$ cat src/rtl/csel_pipe_adder_pkg.sv
// rtl/csel_pipe_adder_pkg.sv - shared defaults and width helper for the carry-select pipeline adder
package csel_pipe_adder_pkg;

  localparam int DEF_WIDTH = 16;
  localparam int DEF_SEG   = 4;

  function automatic bit seg_divides(input int width, input int seg);
    return (seg > 0) && (width >= seg) && ((width % seg) == 0);
  endfunction

endpackage

$ cat src/rtl/csel_pipe_adder_if.sv
// rtl/csel_pipe_adder_if.sv - operand-in / result-out handshake bundle
interface csel_pipe_adder_if
  import csel_pipe_adder_pkg::*;
#(
  parameter int WIDTH = DEF_WIDTH
);

  logic             in_valid;
  logic             in_ready;
  logic [WIDTH-1:0] a;
  logic [WIDTH-1:0] b;
  logic             cin;
  logic             out_valid;
  logic             out_ready;
  logic [WIDTH-1:0] sum;
  logic             cout;

  modport master (
    output in_valid, a, b, cin, out_ready,
    input  in_ready, out_valid, sum, cout
  );

  modport slave (
    input  in_valid, a, b, cin, out_ready,
    output in_ready, out_valid, sum, cout
  );

endinterface

$ cat src/rtl/csel_mux2.sv
// rtl/csel_mux2.sv - single-bit 2:1 multiplexor used by the carry-select banks
module csel_mux2 (
  input  logic d0,
  input  logic d1,
  input  logic sel,
  output logic y
);

  assign y = sel ? d1 : d0;

endmodule

$ cat src/rtl/csel_pipe_adder_segment.sv
// rtl/csel_pipe_adder_segment.sv - combinational carry-select segment: two ripple adders and a mux bank
module csel_segment
  import csel_pipe_adder_pkg::*;
#(
  parameter int SEG = DEF_SEG
) (
  input  logic [SEG-1:0] a_seg,
  input  logic [SEG-1:0] b_seg,
  input  logic           cin_sel,
  output logic [SEG-1:0] sum_seg,
  output logic           cout_seg
);

  logic [SEG:0]   c0;
  logic [SEG:0]   c1;
  logic [SEG-1:0] s0;
  logic [SEG-1:0] s1;

  // Both candidates ripple independently; the registered carry only picks one.
  always_comb begin
    c0    = '0;
    c1    = '0;
    s0    = '0;
    s1    = '0;
    c0[0] = 1'b0;
    c1[0] = 1'b1;
    for (int i = 0; i < SEG; i++) begin
      s0[i]   = a_seg[i] ^ b_seg[i] ^ c0[i];
      c0[i+1] = (a_seg[i] & b_seg[i]) | (c0[i] & (a_seg[i] ^ b_seg[i]));
      s1[i]   = a_seg[i] ^ b_seg[i] ^ c1[i];
      c1[i+1] = (a_seg[i] & b_seg[i]) | (c1[i] & (a_seg[i] ^ b_seg[i]));
    end
  end

  for (genvar i = 0; i < SEG; i++) begin : g_sum_mux
    csel_mux2 u_mux (
      .d0  (s0[i]),
      .d1  (s1[i]),
      .sel (cin_sel),
      .y   (sum_seg[i])
    );
  end

  csel_mux2 u_cout_mux (
    .d0  (c0[SEG]),
    .d1  (c1[SEG]),
    .sel (cin_sel),
    .y   (cout_seg)
  );

endmodule

$ cat src/rtl/csel_pipe_adder.sv
// rtl/csel_pipe_adder.sv - pipelined carry-select adder, one SEG-bit segment per stage, global stall
module csel_pipe_adder
  import csel_pipe_adder_pkg::*;
#(
  parameter int WIDTH = DEF_WIDTH,
  parameter int SEG   = DEF_SEG
) (
  input  logic              clk,
  input  logic              rst_n,
  csel_pipe_adder_if.slave  bus
);

  localparam int STAGES = WIDTH / SEG;

  if (!seg_divides(WIDTH, SEG)) begin : g_width_check
    $error("csel_pipe_adder: WIDTH must be a non-zero multiple of SEG");
  end

  logic en;

  logic [STAGES:1]  valid_q;
  logic [STAGES:1]  valid_d;
  logic [STAGES:1]  carry_q;
  logic [STAGES:1]  carry_d;
  logic [WIDTH-1:0] sum_q [1:STAGES];
  logic [WIDTH-1:0] sum_d [1:STAGES];
  logic [WIDTH-1:0] a_q   [1:STAGES];
  logic [WIDTH-1:0] a_d   [1:STAGES];
  logic [WIDTH-1:0] b_q   [1:STAGES];
  logic [WIDTH-1:0] b_d   [1:STAGES];

  logic [STAGES-1:0] vin_s;
  logic [STAGES-1:0] cin_s;
  logic [WIDTH-1:0]  a_s   [0:STAGES-1];
  logic [WIDTH-1:0]  b_s   [0:STAGES-1];
  logic [WIDTH-1:0]  sum_s [0:STAGES-1];
  logic [SEG-1:0]    seg_sum  [0:STAGES-1];
  logic [STAGES-1:0] seg_cout;

  // Stage 0 reads the ports; every later stage reads the register in front of it.
  always_comb begin
    vin_s    = '0;
    cin_s    = '0;
    vin_s[0] = bus.in_valid;
    cin_s[0] = bus.cin;
    a_s[0]   = bus.a;
    b_s[0]   = bus.b;
    sum_s[0] = '0;
    for (int k = 1; k < STAGES; k++) begin
      vin_s[k] = valid_q[k];
      cin_s[k] = carry_q[k];
      a_s[k]   = a_q[k];
      b_s[k]   = b_q[k];
      sum_s[k] = sum_q[k];
    end
  end

  for (genvar k = 0; k < STAGES; k++) begin : g_stage
    csel_segment #(.SEG(SEG)) u_seg (
      .a_seg    (a_s[k][SEG*k +: SEG]),
      .b_seg    (b_s[k][SEG*k +: SEG]),
      .cin_sel  (cin_s[k]),
      .sum_seg  (seg_sum[k]),
      .cout_seg (seg_cout[k])
    );
  end

  always_comb begin
    valid_d = '0;
    carry_d = '0;
    for (int k = 0; k < STAGES; k++) begin
      valid_d[k+1]              = vin_s[k];
      carry_d[k+1]              = seg_cout[k];
      sum_d[k+1]                = sum_s[k];
      sum_d[k+1][SEG*k +: SEG]  = seg_sum[k];
      a_d[k+1]                  = a_s[k];
      b_d[k+1]                  = b_s[k];
    end
  end

  // One enable for the whole pipe: bubbles travel with the data rather than collapsing.
  assign en = !valid_q[STAGES] || bus.out_ready;

  always_ff @(posedge clk or negedge rst_n) begin
    if (!rst_n) begin
      valid_q <= '0;
      carry_q <= '0;
      for (int k = 1; k <= STAGES; k++) begin
        sum_q[k] <= '0;
        a_q[k]   <= '0;
        b_q[k]   <= '0;
      end
    end else if (en) begin
      valid_q <= valid_d;
      carry_q <= carry_d;
      for (int k = 1; k <= STAGES; k++) begin
        sum_q[k] <= sum_d[k];
        a_q[k]   <= a_d[k];
        b_q[k]   <= b_d[k];
      end
    end
  end

  assign bus.in_ready  = en;
  assign bus.out_valid = valid_q[STAGES];
  assign bus.sum       = sum_q[STAGES];
  assign bus.cout      = carry_q[STAGES];

endmodule
$ cat src/flat_wrapper.sv
// flat-port wrapper written by rule: the top's interface ports become plain ports
module csel_pipe_adder_flat import csel_pipe_adder_pkg::*;
#(
  parameter int WIDTH = DEF_WIDTH,
  parameter int SEG   = DEF_SEG
)
  (clk, rst_n, bus_in_valid, bus_a, bus_b, bus_cin, bus_out_ready, bus_in_ready, bus_out_valid, bus_sum, bus_cout);
  csel_pipe_adder_if #(.WIDTH(WIDTH)) bus_i ();
  input  logic clk;
  input  logic rst_n;
  input wire logic [$bits(bus_i.in_valid)-1:0] bus_in_valid;
  input wire logic [$bits(bus_i.a)-1:0] bus_a;
  input wire logic [$bits(bus_i.b)-1:0] bus_b;
  input wire logic [$bits(bus_i.cin)-1:0] bus_cin;
  input wire logic [$bits(bus_i.out_ready)-1:0] bus_out_ready;
  output wire logic [$bits(bus_i.in_ready)-1:0] bus_in_ready;
  output wire logic [$bits(bus_i.out_valid)-1:0] bus_out_valid;
  output wire logic [$bits(bus_i.sum)-1:0] bus_sum;
  output wire logic [$bits(bus_i.cout)-1:0] bus_cout;
  assign bus_i.in_valid = bus_in_valid;
  assign bus_i.a = bus_a;
  assign bus_i.b = bus_b;
  assign bus_i.cin = bus_cin;
  assign bus_i.out_ready = bus_out_ready;
  assign bus_in_ready = bus_i.in_ready;
  assign bus_out_valid = bus_i.out_valid;
  assign bus_sum = bus_i.sum;
  assign bus_cout = bus_i.cout;
  csel_pipe_adder #(.WIDTH(WIDTH), .SEG(SEG)) u_core (.clk(clk), .rst_n(rst_n), .bus(bus_i));
endmodule
$ cat config.mk
export PLATFORM = sky130hd
export DESIGN_NAME = csel_pipe_adder_flat
export DESIGN_NICKNAME = d
export VERILOG_FILES = /design/src/rtl/csel_pipe_adder_pkg.sv /design/src/rtl/csel_pipe_adder_if.sv /design/src/rtl/csel_mux2.sv /design/src/rtl/csel_pipe_adder_segment.sv /design/src/rtl/csel_pipe_adder.sv /design/src/flat_wrapper.sv
export SDC_FILE = /design/constraint.sdc
export NUM_CORES = 1
export LEC_CHECK = 0
export CORE_MARGIN = 10
export CORE_UTILIZATION = 50
export CTS_CLUSTER_SIZE = 24
export DETAILED_ROUTE_END_ITERATION = 8
export PLACE_DENSITY_LB_ADDON = 0.25
export SLEW_MARGIN = 40
export SYNTH_ARGS = -nofsm -noshare
export SYNTH_HDL_FRONTEND = slang
export SYNTH_SLANG_ARGS = --single-unit
$ cat constraint.sdc
create_clock -name clk -period 3.6 [get_ports clk]
set_input_delay 0.36 -clock clk [delete_from_list [all_inputs] [get_ports clk]]
set_output_delay 0.36 -clock clk [all_outputs]
set_load 0.05 [all_outputs]
==> impl_metrics.csv <==
group,metric,value,unit
timing,tightest_slew,0.605,ns
clock_tree,cts_buffers,9,
critical_path,r2r_cells,8,
timing,slew_viol_final,0,
route,first_pass_iters,4,
place,hpwlAfterDp,4720,µm
yosys,yosys_register_bits,96,
route,antenna_left,0,
critical_path,cp.required,3.24,ns
critical_path,crit_path_frequent_cell,"buf_12",
global_route,grt_pass1_vias,2369,
yosys,yosysTopAreaCell,"dfrtp_1",
floorplanning,die_x,111,µm
timing,period_needed,2.47,ns
yosys,synth_cells,265,
route,viasPerCell,4.93,
route,wl_per_cell,15.1,µm
place,port_buffers,55,
final_layout,nNetsFinal,382,
clock_tree,postCtsSetupBuffers,0,
yosys,synth_area_leaders,"dfrtp_1 58%, mux2_2 18%, mux2_4 7.2%",
hold_path,hold_class,"register to register",
clock_tree,clockBufferDepth,2,
clock_tree,h-tree-depth,3,
floorplanning,fp.dieH,111,µm
critical_path,r2r-end,"u_core.sum_d[23]",
critical_path,critPathLaunch,"bus_out_ready",
final_layout,diodes,0,
clock_tree,cts_root_buf,"clkbuf_8",
yosys,yosysSeqAreaShare,57.7,%
yosys,postSynthNetCount,322,
place,placed_area,4810,µm²
critical_path,slowest_delay,0.67,ns
final_layout,stdcell_count,434,
floorplanning,rows,33,
yosys,synth_edf_count,0,
critical_path,crit_path_top_delay_cell,"clkdlybuf4s50_1",
critical_path,rrSetupSlack,1.37,ns
yosys,synth_area,4160,µm²
floorplanning,initial_utilization,50.9,%
global_route,globalRoute.totalOverflow,0,
yosys,synth.distinct_cells,15,
global_route,grtUsageTotal,11.1,%
floorplanning,io_pins,56,
power_and_ir_drop,vdd_drop_max,383,µV
timing,finalHoldViolCount,0,
place,routabilityCongestion,0.731,
critical_path,critPathLaunchType,"input pin",
timing,fmax,404,MHz
critical_path,crit_end,"bus_in_ready",
run,maxCapViolCount,0,
route,drc,0,
critical_path,cp_max_fo,39,
yosys,synth.most_common_cell,"dfrtp_1",
global_route,grt_start_max_net_pins,40,
clock_tree,clock_latency,0.35,ns
clock_tree,clk_pin_slew_worst_paths,0.08,ns
power_and_ir_drop,p_per_area,875,nW/µm²
timing,setup_viol,0,
timing,period_share,68.7,%
route,drtIter0Drc,76,
route,num_vias,2141,
timing,max_slew_margin,59.7,%
place,place_inst,418,
critical_path,regToRegStartpoint,"u_core.b_d[36]",
final_layout,fin_area,5040,µm²
yosys,syn_avg_cell_area,15.7,µm²
clock_tree,cts.sinks,96,
final_layout,syn_to_final_growth,21.1,%
timing,fin_setup_tns,0,ns
global_route,antenna_found_initial,0,
critical_path,crit_chain,"clkdlybuf4s50_1 -> nand2b_4 -> buf_12 -> buf_12",
final_layout,drive_gt1_share,33.1,%
timing,skew,0.00739,ns
critical_path,critical_path_arrival,2.11,ns
yosys,netlist.area_leader.share,57.7,%
floorplanning,coreArea,8180,µm²
critical_path,path_class,"input pin to output pin",
yosys,async_reset_ff_share,100,%
global_route,grt_pass1_wl,11400,µm
yosys,synth_warnings,0,
yosys,ys_top_cells_by_count,"96 x dfrtp_1, 67 x mux2_2, 22 x inv_1, 20 x mux2_4, 12 x fa_1",
floorplanning,die_area,12400,µm²
timing,rsz0062_at_grt,"false",
critical_path,cp-end-kind,"output pin",
run_status,status,"complete, no violations",
clock_tree,tritoncts,"done",
yosys,yosys_most_used_dff,"dfrtp_1",
power_and_ir_drop,power_leakage,2.26,nW
power_and_ir_drop,total_power,0.00441,W
route,routed_wl,6550,µm
timing,hold_ws,0.473,ns
-- layer usage --
metal | up-vias | part of all wire (%) | track usage [%] | routed length (µm)
met5 | - | 0 | 0 | 0
met2 | 40 | 47 | 17.1 | 3050
met1 | 1075 | 47 | 14.2 | 3110
li1 | 1017 | - | - | -
met4 | 0 | 1.8 | 4.63 | 115
met3 | 9 | 4.2 | 3.30 | 275
-- metrics by stage --
step                utilization [%]  setup WS [ns]
floorplan                         -           1.52
global placement               58.9           1.07
detailed placement             58.9           1.03
CTS                            61.7           1.10
global route                   61.7           1.01
finish                         61.7           1.13
-- power breakdown --
group	leakage [nW]	switching, W	total (W)	internal, W
clock	0.112	0.000343	0.000768	0.000425
combinational	1.03	0.000873	0.00180	0.000932
sequential	1.11	0.000288	0.00184	0.00155
total	2.26	0.00150	0.00441	0.00291
-- worst max-delay path: cells and delay by family --
| family | cells | cell delay [ns] |
|---|---|---|
| buf+inv | 3 | 1.15 |
| simple gates | 1 | 0.59 |
-- what timing repair did --
| item | 4_1_cts | 5_1_grt |
|---|---|---|
| hold endpoints to repair | 33 | 0 |
| hold buffers | 1 | 0 |
| gates resized for setup | 0 | 0 |
-- layout make-up --
cell class                 count  area, µm²
tap                          105        131
multi-input combinational    135       1590
clock inverter                 3       65.1
clock buffer                  12        155
sequential                    96       2400
timing repair buffer          61        618
inverter                      22       82.6
fill                         630       3130
-- layout by cell type (no fill, tap or decap) --
cell type and n:
mux2_4 20, clkinv_2 1, nand2b_1 1, buf_12 2, nor2_1 2, nand2b_4 1, buf_4 5, clkdlybuf4s50_1 53
xor2_1 4, clkbuf_1 1, mux2i_1 2, fa_1 12, inv_1 22, a21oi_1 10, dlygate4sd3_1 1, clkbuf_8 11
bufinv_16 2, ha_1 8, dfrtp_1 96, mux2_2 67, nor3b_1 8
-- worst min-delay path by stage --
stage                        endpoint  depth (start not counted)         startpoint  slack (ns)
CTS                 u_core.valid_q[4]                          1  u_core.valid_q[3]        0.48
finish              u_core.valid_q[4]                          1  u_core.valid_q[3]        0.47
global placement       u_core.b_d[46]                          1              rst_n        0.33
detailed placement     u_core.b_d[46]                          1              rst_n        0.33
global route        u_core.valid_q[4]                          1  u_core.valid_q[3]        0.51
floorplan              u_core.a_d[12]                          0              rst_n        0.06
-- flip-flops by register name, indices dropped and copies added, names as in the netlist --
register        count
u_core.valid_q      4
u_core.a_d         24
u_core.bus.sum     16
u_core.carry_q      4
u_core.b_d         24
u_core.sum_d       24
-- cells by family (layout without fill, tap and decap cells) --
kind of cell / Yosys count / in the layout / share of synthesized area (%)
DFF: 96 / 96 / 57.7
muxes: 89 / 89 / 25.8
buffers and inverters: 34 / 98 / 4.18
adders and majority gates: 20 / 20 / 8.17
and+or+nand+nor: 12 / 12 / 2.10
AOI/OAI and AO/OA: 10 / 10 / 1.20
xor gates and xnor gates: 4 / 4 / 0.841
(Power assumes the default switching activity.)
